===== config.mk =====
export PLATFORM = sky130hd
export DESIGN_NAME = jtopll_mmr
export DESIGN_NICKNAME = d
export VERILOG_FILES = /design/src/rtl/jtopll_mmr.sv
export SDC_FILE = /design/constraint.sdc
export NUM_CORES = 1
export LEC_CHECK = 0
export BUFFER_PORTS_ARGS = -buffer_cell sky130_fd_sc_hd__buf_2
export CAP_MARGIN = 20
export CORE_UTILIZATION = 30
export CTS_CLUSTER_SIZE = 28
export DETAILED_ROUTE_END_ITERATION = 6
export PLACE_DENSITY = 0.49
export SETUP_SLACK_MARGIN = 0.02
export SLEW_MARGIN = 10
export SYNTH_ARGS = -nofsm -noshare
export SYNTH_HDL_FRONTEND = slang
export SYNTH_SLANG_ARGS = --single-unit

===== constraint.sdc =====
create_clock -name clk -period 3.65 [get_ports clk]
set_input_delay 0.365 -clock clk [delete_from_list [all_inputs] [get_ports clk]]
set_output_delay 0.365 -clock clk [all_outputs]
set_load 0.005 [all_outputs]

===== src/rtl/jtopll_mmr.sv =====
// CPU-facing register port for the OPLL core: decodes address/data writes into
// register-file update strobes held for a full slot sweep, with one pending entry.
module jtopll_mmr (
  input  logic       clk,
  input  logic       rst,
  input  logic       cen,
  input  logic       zero,
  input  logic       wr,
  input  logic       addr,
  input  logic [7:0] din,
  output logic [7:0] reg_din,
  output logic [1:0] sel_group,
  output logic [2:0] sel_sub,
  output logic       up_fnumlo,
  output logic       up_fnumhi,
  output logic       up_inst,
  output logic       up_original,
  output logic       up_rhy,
  output logic       busy,
  output logic       ovf
);

  typedef enum logic [1:0] {IDLE, WAIT1, WAIT2} state_t;

  // stb bit order: {fnumlo, fnumhi, inst, original, rhy}
  typedef struct packed {
    logic       ok;
    logic [4:0] stb;
    logic [1:0] grp;
    logic [2:0] sub;
  } dec_t;

  function automatic dec_t decode(input logic [7:0] a);
    dec_t d;
    d = '0;
    case (a[7:4])
      4'h0: begin
        if (!a[3]) begin
          d.ok  = 1'b1;
          d.stb = 5'b00010;
          d.sub = a[2:0];
        end else if (a[3:0] == 4'hE) begin
          d.ok  = 1'b1;
          d.stb = 5'b00001;
        end
      end
      4'h1, 4'h2, 4'h3: begin
        if (a[3:0] <= 4'd8) begin
          d.ok  = 1'b1;
          d.stb = (a[5:4] == 2'd1) ? 5'b10000 :
                  (a[5:4] == 2'd2) ? 5'b01000 : 5'b00100;
          case (a[3:0])
            4'd0, 4'd1, 4'd2: begin d.grp = 2'd0; d.sub = {1'b0, a[1:0]}; end
            4'd3, 4'd4, 4'd5: begin d.grp = 2'd1; d.sub = 3'(a[3:0] - 4'd3); end
            default:          begin d.grp = 2'd2; d.sub = 3'(a[3:0] - 4'd6); end
          endcase
        end
      end
      default: ;
    endcase
    return d;
  endfunction

  state_t     state_q, state_d;
  logic [7:0] addr_q, addr_d;
  logic [7:0] data_q, data_d;
  logic [4:0] stb_q, stb_d;
  logic [1:0] grp_q, grp_d;
  logic [2:0] sub_q, sub_d;
  logic       pend_q, pend_d;
  logic [7:0] pend_a_q, pend_a_d;
  logic [7:0] pend_dat_q, pend_dat_d;
  logic       ovf_q, ovf_d;

  dec_t       wdec, pdec, ldec;
  logic       vld, ev, ld;
  logic [7:0] ld_data;

  always_comb begin
    state_d    = state_q;
    addr_d     = addr_q;
    data_d     = data_q;
    stb_d      = stb_q;
    grp_d      = grp_q;
    sub_d      = sub_q;
    pend_d     = pend_q;
    pend_a_d   = pend_a_q;
    pend_dat_d = pend_dat_q;
    ovf_d      = ovf_q;
    wdec       = decode(addr_q);
    pdec       = decode(pend_a_q);
    vld        = wr & addr & wdec.ok;
    ev         = cen & zero;
    ld         = 1'b0;
    ldec       = wdec;
    ld_data    = din;

    if (wr && !addr) addr_d = din;

    case (state_q)
      IDLE: ld = vld;
      WAIT1, WAIT2: begin
        if (state_q == WAIT2 && ev) begin
          // A write landing on the exit edge passes through the empty buffer straight out
          if (vld && !pend_q) begin
            ld = 1'b1;
          end else if (pend_q) begin
            ld      = pdec.ok;
            ldec    = pdec;
            ld_data = pend_dat_q;
            pend_d  = 1'b0;
            ovf_d   = ovf_q | vld;
          end else begin
            stb_d   = '0;
            state_d = IDLE;
          end
        end else begin
          if (state_q == WAIT1 && ev) state_d = WAIT2;
          if (vld) begin
            if (pend_q) begin
              ovf_d = 1'b1;
            end else begin
              pend_d     = 1'b1;
              pend_a_d   = addr_q;
              pend_dat_d = din;
            end
          end
        end
      end
      default: state_d = IDLE;
    endcase

    if (ld && ldec.ok) begin
      state_d = WAIT1;
      stb_d   = ldec.stb;
      grp_d   = ldec.grp;
      sub_d   = ldec.sub;
      data_d  = ld_data;
    end
  end

  always_ff @(posedge clk) begin
    if (rst) begin
      state_q    <= IDLE;
      addr_q     <= '0;
      data_q     <= '0;
      stb_q      <= '0;
      grp_q      <= '0;
      sub_q      <= '0;
      pend_q     <= 1'b0;
      pend_a_q   <= '0;
      pend_dat_q <= '0;
      ovf_q      <= 1'b0;
    end else begin
      state_q    <= state_d;
      addr_q     <= addr_d;
      data_q     <= data_d;
      stb_q      <= stb_d;
      grp_q      <= grp_d;
      sub_q      <= sub_d;
      pend_q     <= pend_d;
      pend_a_q   <= pend_a_d;
      pend_dat_q <= pend_dat_d;
      ovf_q      <= ovf_d;
    end
  end

  assign reg_din     = data_q;
  assign sel_group   = grp_q;
  assign sel_sub     = sub_q;
  assign up_fnumlo   = stb_q[4];
  assign up_fnumhi   = stb_q[3];
  assign up_inst     = stb_q[2];
  assign up_original = stb_q[1];
  assign up_rhy      = stb_q[0];
  assign busy        = (state_q != IDLE);
  assign ovf         = ovf_q;

endmodule


* Yosys cells after proc, flatten, opt, wreduce, memory -nomap -nowiden *
Index checks and enable logic that the tools add are counted.

operators by class
  add/sub/neg operators = 4
  multipliers = 0
  divide/modulo/power cells = 0
  magnitude comparators = 2
  equality and inequality tests = 34
  shift operators = 0
  multiplexer cells = 51
  bitwise logic cells = 7
  reduce and logical (&&, ||, !) cells = 31

operators with widths
  cell                                                   number
  2-to-1 mux 11 bit                                      6
  2-to-1 mux 5 bit                                       7
  == test 4 x 2 -> 1 bit, second input constant          8
  2-to-1 mux 8 bit                                       4
  2-to-1 mux 6 bit                                       4
  one-hot mux 6 bit (2 select lines)                     2
  one-hot mux 5 bit (2 select lines)                     2
  AND reduction 4 bit                                    5
  OR reduction 3 bit                                     6
  == test 4 x 1 -> 1 bit, second input constant          4
  == test 4 x 3 -> 1 bit, second input constant          4
  logical NOT 4 bit                                      4
  2-to-1 mux 1 bit                                       12
  2-to-1 mux 2 bit                                       6
  inequality test 4 bit, second input constant           3
  one-hot mux 3 bit (2 select lines)                     2
  inequality test 3 bit, second input constant           3
  == test 4 bit, second input constant                   2
  less-or-equal comparator 4 bit, second input constant  2
  2-to-1 mux 4 bit                                       2
  nonzero test 2 bit                                     4
  == test 2 x 1 -> 1 bit, second input constant          3
  == test 2 bit, second input constant                   3
  2-to-1 mux 3 bit                                       2
  14 further kinds                                       29

word-level totals
  flip-flop bits (word level) = 46
  latch bits = 0
  RAM bits = 0
  memory bits (read-only) = 0
  input bits = 14
  memories = 0

* Longest topological paths before layout *
  word-level depth = 13
  mapped depth = 11
  depth with buffers taken out = 8

* Worst setup path before layout *
No wires, ideal clock.

  path type = reg2reg
  start point = reg pend_a_q[4]
  end point = reg state_q[0]
  library setup time = 128 ps
  arrival = 2143 ps
  data required time = 3522 ps
  path slack = 1379 ps
  stages on the path, launching flop included = 11
  period minus slack after synthesis = 2271 ps
  path through = dfxtp_1 -> inv_1 -> ha_1 -> or3_4 -> o21a_1 -> o41ai_4 -> o2bb2ai_4 -> buf_6 -> buf_12 -> a21oi_1 -> nor2_1

between the ends
  cells in the longest elaborated chain, start to end = 10

RTL lines
  what                                                                                    RTL line  source
  from (decl)                                                                             71        logic [7:0] pend_a_q, pend_a_d;
  from (signal assigned)                                                                  162       pend_a_q <= pend_a_d;
  == test 4 x 1 -> 1 bit / == test 4 x 2 -> 1 bit (equally long branches)                 36        case (a[7:4])
  OR reduction 3 bit                                                                      36
  one-hot mux 6 bit (2 select lines) *                                                    36
  2-to-1 mux 1 bit / 2-to-1 mux 11 bit (equally long branches)                            107       end else if (pend_q) begin
  2-to-1 mux 1 bit / 2-to-1 mux 11 bit (equally long branches)                            105       if (vld && !pend_q) begin
  2-to-1 mux 1 bit / 2-to-1 mux 11 bit (equally long branches)                            103       if (state_q == WAIT2 && ev) begin
  one-hot mux 1 bit (2 select lines) / 2-to-1 mux 11 bit (equally long branches)          100       case (state_q)
  logical AND 1 bit *                                                                     133       if (ld && ldec.ok) begin
  inequality test 4 bit (no source line) / inequality test 2 bit (equally long branches)  -
  AND reduction 4 bit (no source line)                                                    -
  to (signal assigned)                                                                    155       state_q <= state_d;
  to (decl)                                                                               64        state_t state_q, state_d;

Every way passes the cells marked *; elsewhere a longest branch is shown, timed or not.
A chain may end at the register's enable or synchronous reset.

* Final worst setup path *
  start point = reg state_q[0]
  end point = reg data_q[0], in the netlist reg_din[0]

between the ends
  cells in the longest elaborated chain, start to end = 5

RTL lines
  what                                                                            RTL line  source
  == test 2 bit                                                                   100, 103
  logical AND 1 bit                                                               103
  2-to-1 mux 1 bit / 2-to-1 mux 11 bit (equally long branches)                    103
  one-hot mux 1 bit (2 select lines) / 2-to-1 mux 11 bit (equally long branches)  100
  logical AND 1 bit                                                               133
  to (signal assigned)                                                            157       data_q <= data_d;
  to (decl)                                                                       66        logic [7:0] data_q, data_d;

Several ways; a longest one is shown, not always the timed one.

==> flow_metrics.env <==
export IMPL_status="completed"
export IMPL_pwr_share_clk=0.348
export IMPL_wirelength_um=6650
export IMPL_yosys_warnings=0
export IMPL_drc=0
export IMPL_regArea_sq_um=921
export IMPL_grt_overflow=0
export IMPL_p_per_area_nw_per_um2=363
export IMPL_final_cells=446
export IMPL_internal_power_mw=0.811
export IMPL_cpMaxStageDelayCell="o2bb2ai_4"
export IMPL_yosys_top_cells_count="nor2_1 (60), dfxtp_1 (46), nand2_1 (22)"
export IMPL_gp_congestion=0.801
export IMPL_cts_resized_gates=0
export IMPL_drive_gt1_frac=0.201
export IMPL_net_switching_power_mw=0.315
export IMPL_synth_cell_types=65
export IMPL_avgViaCountPerCell=5.16
export IMPL_dp_cells=438
export IMPL_slew_headroom=0.352
export IMPL_grtUsageMet3=0.0272
export IMPL_crit_path_end_kind="flop"
export IMPL_via_count=2300
export IMPL_path_clk_slew_ps=90
export IMPL_p_leak_nw=1.30
export IMPL_cts_root_buf="clkbuf_8"
export IMPL_ir_drop_uv=142
export IMPL_nNetsFinal=371
export IMPL_n_fill_cell=942
export IMPL_gr_max_usage_layer="met2"
export IMPL_synth_edf_count=0
export IMPL_max_freq_mhz=351
export IMPL_drv_cap=0
export IMPL_p_sw_frac=0.280
export IMPL_cts_tree="built"
export IMPL_first_pass_iters=6
export IMPL_ys_seq_elements=46
export IMPL_dieArea_sq_um=9670
export IMPL_critPathLaunchType="flop"
export IMPL_dp_hpwl_um=4790
export IMPL_final_cell_area_sq_um=3100
export IMPL_start_util=0.315
export IMPL_crit_chain="inv_1 -> ha_1 -> nand4_1 -> nor2_1 -> o41ai_4 -> o2bb2ai_4 -> buf_4 -> nor2_1 -> a311oi_1"
export IMPL_min_period_ps=2850
export IMPL_clockBufferDepth=2
export IMPL_tightestPinTransition_ps=970
export IMPL_cts_buffers=5
export IMPL_wl_per_cell_um=14.9
export IMPL_async_flop_share=0
export IMPL_synth_ff_type="dfxtp_1"
export IMPL_power_frac_comb=0.168
export IMPL_arrival_ps=3060
export IMPL_synthCells=313
export IMPL_yosysMostFrequentCell="nor2_1"
export IMPL_grt_util_met2=0.227
export IMPL_cp_num_buf_inv=2
export IMPL_slew_viol_final=0
export IMPL_crit_family="compound AO/OA/AOI/OAI gates"
export IMPL_syn_area_sq_um=2780
export IMPL_setup_slack_ps=801
export IMPL_hold_viol=0
export IMPL_post_cts_buffers=0
export IMPL_avgSynthCellArea_sq_um=8.89
export IMPL_synth_top_area_frac=0.331
export IMPL_coreArea_sq_um=8850
export IMPL_grt_usage=0.143
export IMPL_critPathKind="reg2reg"
export IMPL_crit_required_ps=3860
export IMPL_place_worst_setup_slack_ps=796
export IMPL_clock_sinks=46
export IMPL_fin_hold_ws_ps=329
export IMPL_skew_ps=6.05
export IMPL_place_area_sq_um=2990
export IMPL_ioPinCount=34
export IMPL_grt_pass1_wl_um=11100
export IMPL_ys_seq_area_frac=0.331
export IMPL_h_tree_depth=2
export IMPL_ctsHoldBuffers=0
export IMPL_tns_ps=0
export IMPL_slowest_delay_ps=600
export IMPL_antennaDiodeCount=0
export IMPL_portBuffers=33
export IMPL_num_rows=34
export IMPL_cp_common_cell="nor2_1"
export IMPL_fp_dieW_um=98.3
export IMPL_die_y_um=98.3
export IMPL_setup_viol=0
export IMPL_rsz0062_at_grt="false"
export IMPL_grt_max_degree=47
export IMPL_grt_util_met1=0.198
export IMPL_synthTopCellsByArea="dfxtp_1 (33%), ha_1 (9.0%), nor2_1 (8.1%), mux2i_1 (6.8%), nand2_1 (3.0%)"
export IMPL_fin_crit_sh=0.780
export IMPL_postRouteAntennaNets=0
export IMPL_hold_path_class="in2reg"
export IMPL_drt_initial_drc_count=117
export IMPL_antenna_found_initial=0
export IMPL_synth_top_area_cell="dfxtp_1"
export IMPL_syn_num_nets=347
export IMPL_power_frac_seq=0.484
export IMPL_syn_to_final_growth_pct=11.5
export IMPL_path_max_fanout=24
export IMPL_grt_pass1_vias=2164
export IMPL_worstSkewPairLatency_ps=310
export IMPL_multi_input_area_sq_um=1710
==> sequential cells by signal, summed over array words and instances, names as in the netlist <==
| register | cells |
|---|---|
| addr_q | 8 |
| ovf | 1 |
| pend_a_q | 8 |
| pend_dat_q | 8 |
| pend_q | 1 |
| reg_din | 8 |
| sel_group | 2 |
| sel_sub | 3 |
| state_q | 2 |
| stb_q | 5 |
==> stage by stage <==
step / util / power, mW
floorplan: - / 0.697
finish: 0.351 / 1.13
detailed placement: 0.338 / 0.746
global placement: 0.338 / 0.744
global route: 0.351 / 1.19
CTS: 0.351 / 1.15
==> cell usage in the layout (no fill, tap or decap), types with 5 or more instances in the layout <==
master,n
nor2_1,60
o21ai_0,7
ha_1,20
nand2_1,22
a21oi_1,12
dfxtp_1,46
clkbuf_8,5
a211oi_2,5
a22oi_1,5
a311oi_2,5
mux2i_1,19
mux2_2,5
buf_2,33
nor3_1,7
inv_1,13
==> area by class of cell <==
type	count	area share
repair buffers	35	0.0581
well taps	108	0.0435
inverters	13	0.0157
multi-input cells	236	0.550
clock inverters	3	0.0141
flip-flops and latches	46	0.297
clock buffers	5	0.0222
==> path summary, 6_finish.rpt <==
| kind | from | endpoint | slack [ps] | depth (start not counted) |
|---|---|---|---|---|
| setup / recovery | state_q[0] | reg_din[0] | 800 | 9 |
| hold / removal | din[1] | addr_q[1] | 330 | 3 |
| setup reg to reg | state_q[0] | reg_din[0] | 800 | 9 |
| hold reg to reg | ovf | ovf | 480 | 2 |
==> power groups by stage <==
stage	registers (mW)	clock network, mW	logic (mW)
floorplan	0.552	0	0.145
global placement	0.557	0	0.188
detailed placement	0.557	0	0.189
CTS	0.545	0.410	0.190
global route	0.550	0.427	0.210
finish	0.545	0.392	0.189
==> metal layers <==
metal	share of wire	vias up
met3	0.038	8
met2	0.44	40
met5	0	-
li1	-	1174
met1	0.51	1078
met4	0.0093	0
==> kinds of logic (layout without fill, tap and decap cells) <==
logic type	count (synthesis)	in the layout	synth area share
AO/OA/AOI/OAI	73	73	0.227
multiplexers	24	24	0.0885
AND/OR/NAND/NOR	119	119	0.207
flip-flops	46	46	0.331
adder cells (fa/ha/maj)	20	20	0.0899
buffers and inverters	31	56	0.0566
==> worst min-delay path, stage by stage <==
cell     delay, ps
buf_2          110
a21oi_1         60
nor2_1          70
(Power assumes the default switching activity.)
